==> src/rtl/key_irq_ctrl.sv <==
// Six-key debounce/auto-repeat front end feeding a single-vector interrupt requester.
// Events latch into pending flags; an IDLE/REQ/GUARD handshake serves them lowest index first.
module key_irq_ctrl #(
    parameter int unsigned DEB_TICKS = 4,
    parameter int unsigned REP_DELAY = 32,
    parameter int unsigned REP_RATE  = 8,
    parameter int unsigned VEC_BASE  = 2
) (
    input  logic       clk,
    input  logic       rst,
    input  logic       tick,
    input  logic [3:0] btn,
    input  logic       Abtn,
    input  logic       Bbtn,
    input  logic       di,
    input  logic       irq_ack,
    output logic       irq_req,
    output logic [7:0] irq_vec,
    output logic [5:0] keys,
    output logic [5:0] pending,
    output logic       ovr
);
    localparam int unsigned NumKeys = 6;
    localparam int unsigned DebW    = (DEB_TICKS > 1) ? $clog2(DEB_TICKS) : 1;
    localparam int unsigned RepW    = 16;

    localparam logic [DebW-1:0] DebLast  = DebW'(DEB_TICKS - 1);
    localparam logic [RepW-1:0] RepDelay = RepW'(REP_DELAY);
    localparam logic [RepW-1:0] RepRate  = RepW'(REP_RATE);
    localparam logic [RepW-1:0] RepMax   = '1;

    typedef enum logic [1:0] {StIdle, StReq, StGuard} state_e;

    logic [NumKeys-1:0] sync1_q, sync1_d, sync2_q, sync2_d, pressed;
    logic [NumKeys-1:0] keys_q, keys_d, pending_q, pending_d, ev, clr;
    logic [DebW-1:0]    deb_q [NumKeys];
    logic [DebW-1:0]    deb_d [NumKeys];
    logic [RepW-1:0]    rep_q [NumKeys];
    logic [RepW-1:0]    rep_d [NumKeys];
    logic               ovr_q, ovr_d, req_q, req_d, guard_q, guard_d;
    logic [7:0]         vec_q, vec_d;
    logic [2:0]         k_q, k_d, low;
    state_e             state_q, state_d;

    // Raw buttons are active-low; index 0 is Bbtn, 1 is Abtn, 2..5 are btn[0..3].
    assign sync1_d = {btn, Abtn, Bbtn};
    assign sync2_d = sync1_q;
    assign pressed = ~sync2_q;

    always_comb begin
        keys_d = keys_q;
        ev     = '0;
        for (int i = 0; i < NumKeys; i++) begin
            deb_d[i] = deb_q[i];
            rep_d[i] = rep_q[i];
            if (tick) begin
                if (pressed[i] != keys_q[i]) begin
                    if (deb_q[i] == DebLast) begin
                        deb_d[i]  = '0;
                        keys_d[i] = ~keys_q[i];
                        rep_d[i]  = '0;
                        ev[i]     = ~keys_q[i];
                    end else begin
                        deb_d[i] = deb_q[i] + 1'b1;
                    end
                end else begin
                    deb_d[i] = '0;
                end
                // Repeat timing runs only while the key stays down; a saturated count stops repeats.
                if (keys_q[i] && keys_d[i] && (rep_q[i] != RepMax)) begin
                    rep_d[i] = rep_q[i] + 1'b1;
                    if ((rep_d[i] >= RepDelay) && (((rep_d[i] - RepDelay) % RepRate) == '0)) begin
                        ev[i] = 1'b1;
                    end
                end
            end
        end
    end

    always_comb begin
        low = '0;
        for (int i = NumKeys - 1; i >= 0; i--) begin
            if (pending_q[i]) low = 3'(i);
        end
    end

    always_comb begin
        state_d = state_q;
        req_d   = req_q;
        vec_d   = vec_q;
        k_d     = k_q;
        guard_d = guard_q;
        clr     = '0;
        unique case (state_q)
            StIdle: begin
                if ((pending_q != '0) && !di) begin
                    k_d     = low;
                    vec_d   = 8'(VEC_BASE) + {4'b0000, low, 1'b0};
                    req_d   = 1'b1;
                    state_d = StReq;
                end
            end
            StReq: begin
                if (irq_ack) begin
                    clr     = 6'(1) << k_q;
                    req_d   = 1'b0;
                    guard_d = 1'b0;
                    state_d = StGuard;
                end else if (di) begin
                    req_d   = 1'b0;
                    state_d = StIdle;
                end
            end
            StGuard: begin
                if (guard_q) state_d = StIdle;
                else         guard_d = 1'b1;
            end
            default: state_d = StIdle;
        endcase
        // A new event in the same cycle as the ack keeps the flag and is not an overrun.
        pending_d = (pending_q & ~clr) | ev;
        ovr_d     = ovr_q | (|(ev & pending_q & ~clr));
    end

    always_ff @(posedge clk or negedge rst) begin
        if (!rst) begin
            sync1_q   <= '1;
            sync2_q   <= '1;
            keys_q    <= '0;
            pending_q <= '0;
            ovr_q     <= 1'b0;
            state_q   <= StIdle;
            req_q     <= 1'b0;
            vec_q     <= '0;
            k_q       <= '0;
            guard_q   <= 1'b0;
            for (int i = 0; i < NumKeys; i++) begin
                deb_q[i] <= '0;
                rep_q[i] <= '0;
            end
        end else begin
            sync1_q   <= sync1_d;
            sync2_q   <= sync2_d;
            keys_q    <= keys_d;
            pending_q <= pending_d;
            ovr_q     <= ovr_d;
            state_q   <= state_d;
            req_q     <= req_d;
            vec_q     <= vec_d;
            k_q       <= k_d;
            guard_q   <= guard_d;
            for (int i = 0; i < NumKeys; i++) begin
                deb_q[i] <= deb_d[i];
                rep_q[i] <= rep_d[i];
            end
        end
    end

    assign irq_req = req_q;
    assign irq_vec = vec_q;
    assign keys    = keys_q;
    assign pending = pending_q;
    assign ovr     = ovr_q;

endmodule

==> config.mk <==
export PLATFORM = sky130hd
export DESIGN_NAME = key_irq_ctrl
export DESIGN_NICKNAME = d
export VERILOG_FILES = /design/src/rtl/key_irq_ctrl.sv
export SDC_FILE = /design/constraint.sdc
export NUM_CORES = 1
export LEC_CHECK = 0
export ABC_AREA = 1
export CAP_MARGIN = 20
export CORE_MARGIN = 4
export CORE_UTILIZATION = 56
export DETAILED_ROUTE_END_ITERATION = 8
export GPL_ROUTABILITY_DRIVEN = 0
export PLACE_DENSITY_LB_ADDON = 0.1
export SYNTH_ARGS = -nofsm -noshare
export SYNTH_HDL_FRONTEND = slang
export SYNTH_SLANG_ARGS = --single-unit
==> constraint.sdc <==
create_clock -name clk -period 1.7 [get_ports clk]
set_input_delay 0.34 -clock clk [delete_from_list [all_inputs] [get_ports clk]]
set_output_delay 0.34 -clock clk [all_outputs]
set_load 0.005 [all_outputs]
==> results of run 1 <==
[metrics by stage]
step | util (%) | power, mW | cell area (sq um) | setup slack (ns)
global route | 85.29 | 20.62 | 12440 | -0.5176
global placement | 71.93 | 13.10 | 10490 | -0.2156
detailed placement | 71.93 | 13.33 | 10490 | -0.2748
finish | 85.29 | 19.40 | 12440 | -0.4300
floorplan | - | 9.892 | 8527 | -0.06134
CTS | 80.45 | 18.00 | 11740 | -0.2314
[worst paths after layout]
path	slack [ns]	from	to
worst max-delay path	-0.43	rep_q[49]	ovr
worst min-delay path	0.30	rst	rep_q[70]
worst max register to register	-0.43	rep_q[49]	ovr
worst min register to register	0.35	sync1_q[0]	sync2_q[0]
max in group asynchronous	0.78	rst	sync1_q[0]
min in group clk	0.31	Abtn	sync1_q[1]
[synthesized netlist by cell type (3+ instances only)]
cell,count
nand2_1,337
inv_1,144
dfrtp_1,132
nor2_1,124
nand3_1,85
o21ai_0,55
o22ai_1,35
nand4_1,26
nor3_1,26
a21oi_1,19
ha_1,19
o21ai_1,19
nor2_2,14
dfstp_2,12
xnor2_1,12
a22o_1,8
xor2_1,8
buf_2,6
nor2_4,6
nor3b_1,6
o21ai_2,6
buf_4,4
clkbuf_1,4
inv_2,4
buf_6,3
nand2_2,3
o21a_1,3
[area by class of cell]
type	count	share of cell area (%)
clock buffer	20	3.751
inverter	149	4.746
sequential	144	29.19
timing repair buffer	275	19.18
clock inverter	12	0.8748
tap	184	1.850
multi-input combinational	835	40.41
[where the power goes]
part | internal (mW) | leakage [nW] | switching [mW]
Sequential | 4.74 | 1.83 | 1.28
Combinational | 4.68 | 3.79 | 5.04
Clock | 2.13 | 0.283 | 1.54
[per-layer routing]
layer	global-route usage (%)	wire length, microns	vias up
li1	-	-	4277
met1	35.71	10360	4334
met2	47.62	13130	359
met3	5.488	1465	72
met4	8.046	658	0
met5	0	0	-
[flip-flops by register name (all words and copies together) (netlist names)]
signal	cells
keys	6
sync2_q	6
irq_req	1
deb_q	12
rep_q	96
k_q	3
state_q	2
pending	6
sync1_q	6
ovr	1
guard_q	1
irq_vec	4
[worst register-to-register path: cells and delay by family, from the launching register on]
family	cells	cell delay, ns
buf+inv	1	0.15
simple gates	15	1.41
flops	1	0.44
[kinds of logic after synthesis]
family,Yosys count
XOR/XNOR,20
flip-flops,144
adder cells (fa/ha/maj),19
AO/OA/AOI/OAI,154
multiplexers,1
buffers and inverters,166
other,1
AND/OR/NAND/NOR,637
[what timing repair did]
| action | in CTS | in global routing |
|---|---|---|
| cloned | 1 | 0 |
| gates resized for setup | 132 | 151 |
| pin swaps | 31 | 76 |
| buffers inserted | 31 | 26 |
| endpoints found under the hold margin | 14 | 0 |
| hold buffers | 1 | 0 |
| setup endpoints to repair | 112 | 106 |
==> reports/metrics.csv, run 1 <==
stage,metric,value,unit
run_status,status,"complete, but fails checks",
run_status,failing checks,setup timing,
worst_setup_path,Crit path arrival time,2.45,ns
yosys,Synth async-reset ratio,100.0,%
yosys,simple-gate share of the synthesized area,32.83,%
grt,vias in the first global route,8373,
floorplanning,Die ar.,17000,sq um
sta,Final min period,2.130,ns
worst_setup_path,CP max FO,6,
routing,post-route ant nets,0,
floorplanning,Placeable Area,14590,sq um
yosys,Post-synth EDFFs,0,
power_and_ir_drop,leakage,5.905,nW
routing,drt first pass iters,6,
sta,fin. max-slew vios,0,
run,total of max-cap violations,0,
yosys,synthesis-stage register bit count,144,
finish,most frequent cells in the layout,"nand2_1, buf_4, inv_1",
finish,Non-Filler Instances,1619,
clock_network,CTS H-tree depth,4,
routing,DR iter-0 viols,691,
sta,final hold vios,0,
yosys,post-synthesis mux area share,0.1193,%
clock_network,Clock Tree Buf Depth,2,
grt,Total GRT Usage,27.68,%
yosys,Yosys cell types,45,
yosys,Post-Synth Adder-Cell Area,2.834,%
sta,FMAX,0.4695,GHz
finish,Ant. Diodes,0,
routing,Vias,9042,
yosys,Mean Syn Cell Area,7.345,sq um
finish,area of the multi-input gates,5029,sq um
finish,"most common cell after layout, fill and taps aside",nand2_1,
sta,Setup TNS,-19.38,ns
worst_setup_path,crit-path max cell delay,0.44,ns
worst_setup_path,WS Path Type,register to register,
clock_network,Root Buffer,clkbuf_16,
worst_setup_path,WP depth,16,
worst_setup_path,WP data required,2.02,ns
worst_setup_path,startpoint types,register,
finish,fillers,792,
yosys,Main synth FF type,dfrtp_1,
grt,first-pass GRT wire length,38050,microns
sta,Setup-failing EPs final,97,
sta,part of the cycle the worst path needs,125.3,%
floorplanning,die height,130.4,microns
yosys,Synth Area in Compound Gates,10.95,%
sta,Worst Slack Setup Final,-0.4300,ns
yosys,Post-Syn Instances,1142,
grt,largest net degree at the start of global routing,57,
finish,P&R area growth vs syn,48.34,%
floorplanning,Rows,44,
yosys,post-synthesis xor/xnor area fraction,2.088,%
finish,Nets,1452,
worst_setup_path,crit-path leading delay family,simple AND/OR/NAND/NOR gates,
worst_setup_path,crit path cell chain,buf_4 > nand2_1 > nor2_4 > nand2_1 > nand2_1 > nand2_1 > nor2_1 > nand3_2 > nor2_2 > nand2_1 > nand2_1 > nand2_1 > nand3_1 > nand2_1 > nor2_1 > nand2_1,
power_and_ir_drop,power density of the placed cells,1559,nW/um^2
yosys,post-synth top area share,39.38,%
yosys,Post-Syn Area,8388,sq um
clock_network,clock latency on the worst-skew pair,0.43,ns
sta,clk_skew,0.007924,ns
power_and_ir_drop,worst vdd ir,0.001130,V
clock_network,clk slew on worst S/H paths,0.06,ns
finish,Sequential Area,3632,sq um
placed_design,PortBufs,28,
clock_network,CTS sink cnt,144,
worst_hold_path,Worst Hold Class,input port to async pin,
routing,DRC viols,0,
yosys,sequential share of the synthesized area,43.14,%
grt,initial antenna violation count,0,
sta,worst hold slack,0.3012,ns
yosys,"area leader, netlist",dfrtp_1,
worst_setup_path,CP most frequent cell,nand2_1,
worst_setup_path,buffer and inverter count on the worst path,1,
finish,layout cells sized above 1,36.45,%
worst_setup_path,element type at the critical path end,register,
yosys,Synth area leaders,"dfrtp_1, nand2_1, inv_1",
yosys,largest family of logic cells by synthesized area,simple AND/OR/NAND/NOR gates,
grt,Overflow after GRT,0,
placed_design,Cells after DPL,1534,
floorplanning,Initial Util,57.50,%
worst_setup_path,Worst R2R Path Depth,16,
floorplanning,I/O pin cnt,33,
yosys,yosys warns,0,
clock_network,cts bufs inserted,17,
worst_setup_path,slowest CP cell,dfrtp_1,
routing,final WL,25610,microns
routing,drt wl/cell,15.82,microns
sta,RSZ-0062 raised after global routing,true,
floorplanning,Die X,130.4,microns
placed_design,DPL Wire Length,15160,microns
clock_network,CTS tree,built,
routing,vias per cell,5.585,
No activity file was read; power rests on OpenSTA's default activity.
==> inputs of run 2 (changes only) <==
--- a/config.mk
+++ b/config.mk
@@ -8,8 +8,9 @@
 export ABC_AREA = 1
 export CAP_MARGIN = 20
 export CORE_MARGIN = 4
-export CORE_UTILIZATION = 56
+export CORE_UTILIZATION = 58
 export DETAILED_ROUTE_END_ITERATION = 8
+export DONT_BUFFER_PORTS = 1
 export GPL_ROUTABILITY_DRIVEN = 0
 export PLACE_DENSITY_LB_ADDON = 0.1
 export SYNTH_ARGS = -nofsm -noshare
==> reports/metrics.csv, run 2 (synthesized netlist as in run 1, its figures left out) <==
stage,metric,value,unit
run_status,status,"complete, but fails checks",
run_status,failing checks,"hold timing, setup timing",
finish,fillers,682,
worst_setup_path,element type at the critical path end,register,
sta,part of the cycle the worst path needs,125.8,%
routing,vias per cell,5.831,
power_and_ir_drop,Switching Power,8.072,mW
grt,initial antenna violation count,0,
floorplanning,Rows,43,
power_and_ir_drop,Flop pwr share,31.6,%
routing,DRC viols,0,
clock_network,clk slew on worst S/H paths,0.07,ns
finish,most frequent cells in the layout,"nand2_1, buf_4, inv_1",
floorplanning,Placeable Area,14040,sq um
routing,drt first pass iters,5,
sta,worst hold slack,-0.4050,ns
worst_setup_path,Crit path arrival time,2.46,ns
floorplanning,Initial Util,59.73,%
clock_network,Root Buffer,clkbuf_16,
worst_setup_path,WS Path Type,register to register,
grt,first-pass GRT wire length,39740,microns
routing,final WL,26950,microns
floorplanning,Die X,128.3,microns
routing,DR iter-0 viols,953,
power_and_ir_drop,leakage,5.624,nW
power_and_ir_drop,Overall Power,19.53,mW
power_and_ir_drop,worst vdd ir,0.001055,V
sta,Setup-failing EPs final,103,
grt,vias in the first global route,8590,
finish,Nets,1394,
grt,largest net degree at the start of global routing,145,
worst_setup_path,slowest CP cell,dfrtp_1,
clock_network,cts bufs inserted,17,
clock_network,CTS tree,built,
routing,post-route ant nets,0,
power_and_ir_drop,power density of the placed cells,1616,nW/um^2
worst_setup_path,crit path cell chain,ha_4 > nand2_4 > nor2_4 > nand2_4 > buf_12 > nor2_4 > nand2_1 > nand2_1 > inv_2 > nand2_1 > nor2_2 > nand2_1 > nand2_1 > nand2_2 > nand3_2 > nand2_1 > nor2_1 > nand2_1,
sta,Worst Slack Setup Final,-0.4388,ns
power_and_ir_drop,clock share of power,20.2,%
clock_network,CTS sink cnt,144,
worst_setup_path,startpoint types,register,
floorplanning,I/O pin cnt,33,
placed_design,PortBufs,0,
worst_setup_path,CP max FO,4,
sta,RSZ-0062 raised after global routing,true,
sta,clk_skew,0.008781,ns
sta,Setup TNS,-22.10,ns
worst_setup_path,r2r endpoint,ovr,
floorplanning,Die ar.,16450,sq um
finish,Largest register FFs,96,
worst_setup_path,Worst R2R Setup Slack,-0.44,ns
worst_setup_path,WP data required,2.02,ns
clock_network,clock latency on the worst-skew pair,0.44,ns
worst_hold_path,Worst Hold Class,input port to async pin,
sta,final hold vios,144,
sta,FMAX,0.4676,GHz
worst_setup_path,Worst R2R Path Depth,18,
power_and_ir_drop,Pint,11.46,mW
sta,Final min period,2.139,ns
grt,Total GRT Usage,29.61,%
finish,layout cells sized above 1,37.04,%
power_and_ir_drop,Logic pwr share,48.2,%
finish,cell area after layout,12090,sq um
worst_setup_path,FF-to-FF Start,rep_q[65],
routing,drt wl/cell,17.31,microns
placed_design,DPL Wire Length,14740,microns
finish,P&R area growth vs syn,44.14,%
clock_network,# hold bufs at CTS,6,
finish,"most common cell after layout, fill and taps aside",nand2_1,
grt,Overflow after GRT,0,
clock_network,Clock Tree Buf Depth,2,
run,total of max-cap violations,0,
worst_setup_path,crit-path max cell delay,0.44,ns
floorplanning,die height,128.3,microns
worst_setup_path,CP most frequent cell,nand2_1,
routing,Vias,9079,
finish,largest reg by FF count,rep_q,
finish,Largest regs,"rep_q x96, deb_q x12",
clock_network,CTS H-tree depth,4,
power_and_ir_drop,switching fraction of total power,41.32,%
placed_design,DP Area,9962,sq um
sta,fin. max-slew vios,0,
finish,Ant. Diodes,0,
[run 2: timing repair]
item,CTS,global route
endpoints found under the setup margin,92,104
gates cloned,1,0
hold endpoints to repair,150,144
pin swaps,49,65
resized for setup,147,175
setup buffers,26,17
[run 2: stage by stage]
step	utilization (%)	worst slack [ns]	instances
2_1_floorplan	-	-0.06134	1145
5_1_grt	86.10	-0.5489	1557
3_3_place_gp	70.94	-0.2314	1481
4_1_cts	80.90	-0.1944	1544
3_5_place_dp	70.94	-0.2278	1481
6_report	86.10	-0.4388	1557
[run 2: worst max-delay path by stage]
stage | to | startpoint | cells past startpoint | slack (ns)
finish | ovr | rep_q[65] | 18 | -0.44
global route | ovr | rep_q[49] | 16 | -0.55
CTS | ovr | rep_q[80] | 14 | -0.19
detailed placement | ovr | rep_q[48] | 16 | -0.23
global placement | ovr | rep_q[48] | 16 | -0.23
floorplan | ovr | rep_q[49] | 16 | -0.06
[run 2: layer usage]
metal | GRT usage (%) | part of all wire, % | vias up
met4 | 10.99 | 3.7 | 0
met1 | 38.17 | 40 | 4338
met5 | 0 | 0 | -
met2 | 49.03 | 50 | 457
met3 | 6.458 | 6.5 | 116
li1 | - | - | 4168
[run 2: layout make-up]
| cell class | count | area [sq um] | share of cell area (%) |
|---|---|---|---|
| clock inverters | 12 | 157.7 | 1.304 |
| well taps | 180 | 225.2 | 1.863 |
| multi-input cells | 835 | 5147 | 42.57 |
| inverters | 149 | 598.1 | 4.947 |
| clock buffers | 20 | 456.7 | 3.777 |
| repair inverters | 1 | 11.26 | 0.09314 |
| repair buffers | 216 | 1866 | 15.43 |
| flip-flops and latches | 144 | 3628 | 30.01 |
[run 2: worst max-delay path: cells and delay by family (launching register included)]
family / cells / cell delay [ns]
buf+inv: 2 / 0.18
flops: 1 / 0.44
simple gates: 15 / 1.20
fa+ha+maj: 1 / 0.21
[run 2: power by group through the flow]
stage / registers (mW) / logic (mW) / clock network, mW
detailed placement: 5.92 / 6.91 / 0
floorplan: 5.76 / 4.13 / 0
CTS: 5.94 / 7.93 / 3.95
global route: 6.30 / 10.2 / 4.11
finish: 6.17 / 9.42 / 3.95
global placement: 5.88 / 6.70 / 0
==> RTL edit, RTL diff (flow settings as in run 1) <==
Take the reset off `keys_q` and `pending_q` and load them in a clocked block of their own.
--- a/src/rtl/key_irq_ctrl.sv
+++ b/src/rtl/key_irq_ctrl.sv
@@ -128,4 +128,2 @@
             sync2_q   <= '1;
-            keys_q    <= '0;
-            pending_q <= '0;
             ovr_q     <= 1'b0;
@@ -143,4 +141,2 @@
             sync2_q   <= sync2_d;
-            keys_q    <= keys_d;
-            pending_q <= pending_d;
             ovr_q     <= ovr_d;
@@ -158,2 +154,7 @@
 
+    always_ff @(posedge clk) begin
+        keys_q    <= keys_d;
+        pending_q <= pending_d;
+    end
+
     assign irq_req = req_q;
Formal check against the unedited RTL: not equivalent (a bounded check fails within 10 cycles, from zero or initial values and one cycle with rst low; the reset may be asserted at any time).
==> RTL edit against run 1 <==
  * The run still ends with negative setup slack left
  * Routed wire length up 3.6%
  * Critical path depth did not move
  * Die area grew 1.0%
  * Sequential cell count stayed put
  * Cell area up 0.38%
  * Synthesized area up 1.1%
  * Setup slack improved by 0.019 ns
  * Final cell count stayed put
  * Non-clock buffer count fell by 9
  * Power decreased by 2.0%
  * Critical endpoint unchanged
  * Largest cell class unchanged
==> RTL edit: results (changes against run 1) <==
Min path
  – Tightest Hold Check Type: input pin to flop

Global routing
  – First-pass GRT wire length: 38900 um (+2.3%)
  – Number of global-route vias before repair: 8428 (+0.66%)
  – Largest net degree at the start of global routing: 38 (-33%)

Status
  – Failing checks: negative setup slack
  – Run status: complete, but fails checks

Clock tree
  – Worst-path clk slew: 0.06 ns (about the same)

Placement
  – DP Area: 0.0104 sq mm (-0.79%)
  – Place WS: -0.262 ns (+0.0124 ns)
  – Placed instance count: 1532 (-0.13%)
  – DP HPWL: 15800 um (+4.0%)

Timing
  – Worst Skew: 0.00649 ns (-0.00143 ns)
  – Setup Viol. Count Final: 102 (+5.2%)
  – Final setup TNS: -17.92 ns (+1.46 ns)
  – Worst Slack Setup Final: -0.411 ns (+0.0193 ns)

Pwr
  – Peak VDD IR: 1.28 mV (+14%)
  – Static leakage power: 5.90 nW (about the same)

Drt
  – Mean routed wirelength per cell: 16.4 um (+3.6%)
  – Initial DRC count: 687 (-0.58%)
  – Via density: 5.64 (+0.95%)
  – DR pass1 iterations: 7 (+1)

Logic synthesis
  – Number of synthesized flops with an enable pin: 6 (+6)
  – Seq/Total Area, Yosys: 0.427 (-0.00458)
  – Syn Inst Count: 1147 (+0.44%)
  – Synth top cells by count: nand2_1 (336), inv_1 (147), dfrtp_1 (120)
  – Largest cells by area after synthesis: dfrtp_1 (35%), nand2_1 (15%), inv_1 (6.5%), nand3_1 (5.5%), nor2_1 (5.3%)
  – FFs w/ async S/R, synth: 0.917 (-0.0833)

Cells and area
  – Layout cells sized above 1: 0.376 (+0.0111)
  – Fillers: 801 (+1.1%)
  – Area Overhead vs Synth: 47.3%

Critical path
  – Arr. time, crit path: 2.42 ns (-0.03 ns)
RTL edit: changes by cell type in the layout (fill, tap and decap cells not counted), moves of 8 or more:
cell / before / now
dfrtp_1: 121 / 113
inv_1: 131 / 139
nand3_1: 72 / 81
nor2_1: 93 / 84
nor2_2: 21 / 32
o21ai_0: 29 / 20
RTL edit: area by class of cell:
class                   instances  share of cell area
clock buffers                  22              0.0380
clock inverters                10              0.0127
inverters                     158              0.0512
multi-input cells             834               0.407
flip-flops and latches        144               0.291
well taps                     184              0.0184
repair buffers                266               0.181
repair inverters                1            0.000902
RTL edit: path summary, 6_finish.rpt:
kind	startpoint	to	slack, ns	cells after the start
worst max-delay path	rep_q[32]$_DFFE_PN0P_	ovr$_DFF_PN0_	-0.41	16
worst min-delay path	btn[3]	sync1_q[5]$_DFF_PN1_	0.32	1
worst max register to register	rep_q[32]$_DFFE_PN0P_	ovr$_DFF_PN0_	-0.41	16
worst min register to register	sync1_q[2]$_DFF_PN1_	sync2_q[2]$_DFF_PN1_	0.36	0
max in group asynchronous	rst	sync1_q[3]$_DFF_PN1_	0.74	3
min in group asynchronous	rst	rep_q[87]$_DFFE_PN0P_	0.36	2
RTL edit: layer usage:
metal | vias to the layer above | wire length, um | track usage
li1 | 4282 | - | -
met1 | 4382 | 10500 | 0.353
met2 | 369 | 13800 | 0.497
met3 | 95 | 1400 | 0.0561
met4 | 0 | 821 | 0.0920
met5 | - | 0 | 0
RTL edit: where the power goes:
part           internal (mW)  switching, mW  total (mW)  leakage [nW]
sequential              4.73           1.32        6.06          1.81
clock                   2.57           1.47        4.04         0.306
combinational           4.18           4.73        8.91          3.79
RTL edit: cells by family after synthesis:
family,Yosys count,synth area share
AO/OA/AOI/OAI,141,0.0998
XOR/XNOR,19,0.0196
adder cells (fa/ha/maj),19,0.0280
buffers and inverters,172,0.0819
flip-flops,144,0.427
multiplexers,2,0.00236
other,1,0.000442
AND/OR/NAND/NOR,649,0.341
RTL edit: timing repair:
item	in CTS	in global routing
hold buffers	1	0
hold endpoints to repair	21	0
setup endpoints to repair	114	106
pin swaps	48	63
gates cloned	1	0
resized for setup	165	137
setup buffers	37	23
RTL edit: critical path: stages, from the launching register on:
cell     delay (ns)
dfrtp_1        0.35
ha_2           0.20
nand2_2        0.07
nor2_4         0.18
nand3_1        0.13
nand2_1        0.09
nand2_1        0.10
nor2_1         0.15
nand2_1        0.08
nor2_2         0.11
nand2_1        0.08
nand2_1        0.08
nand2_2        0.08
nand3_1        0.09
nand2_1        0.07
nor2_1         0.10
nand2_1        0.06
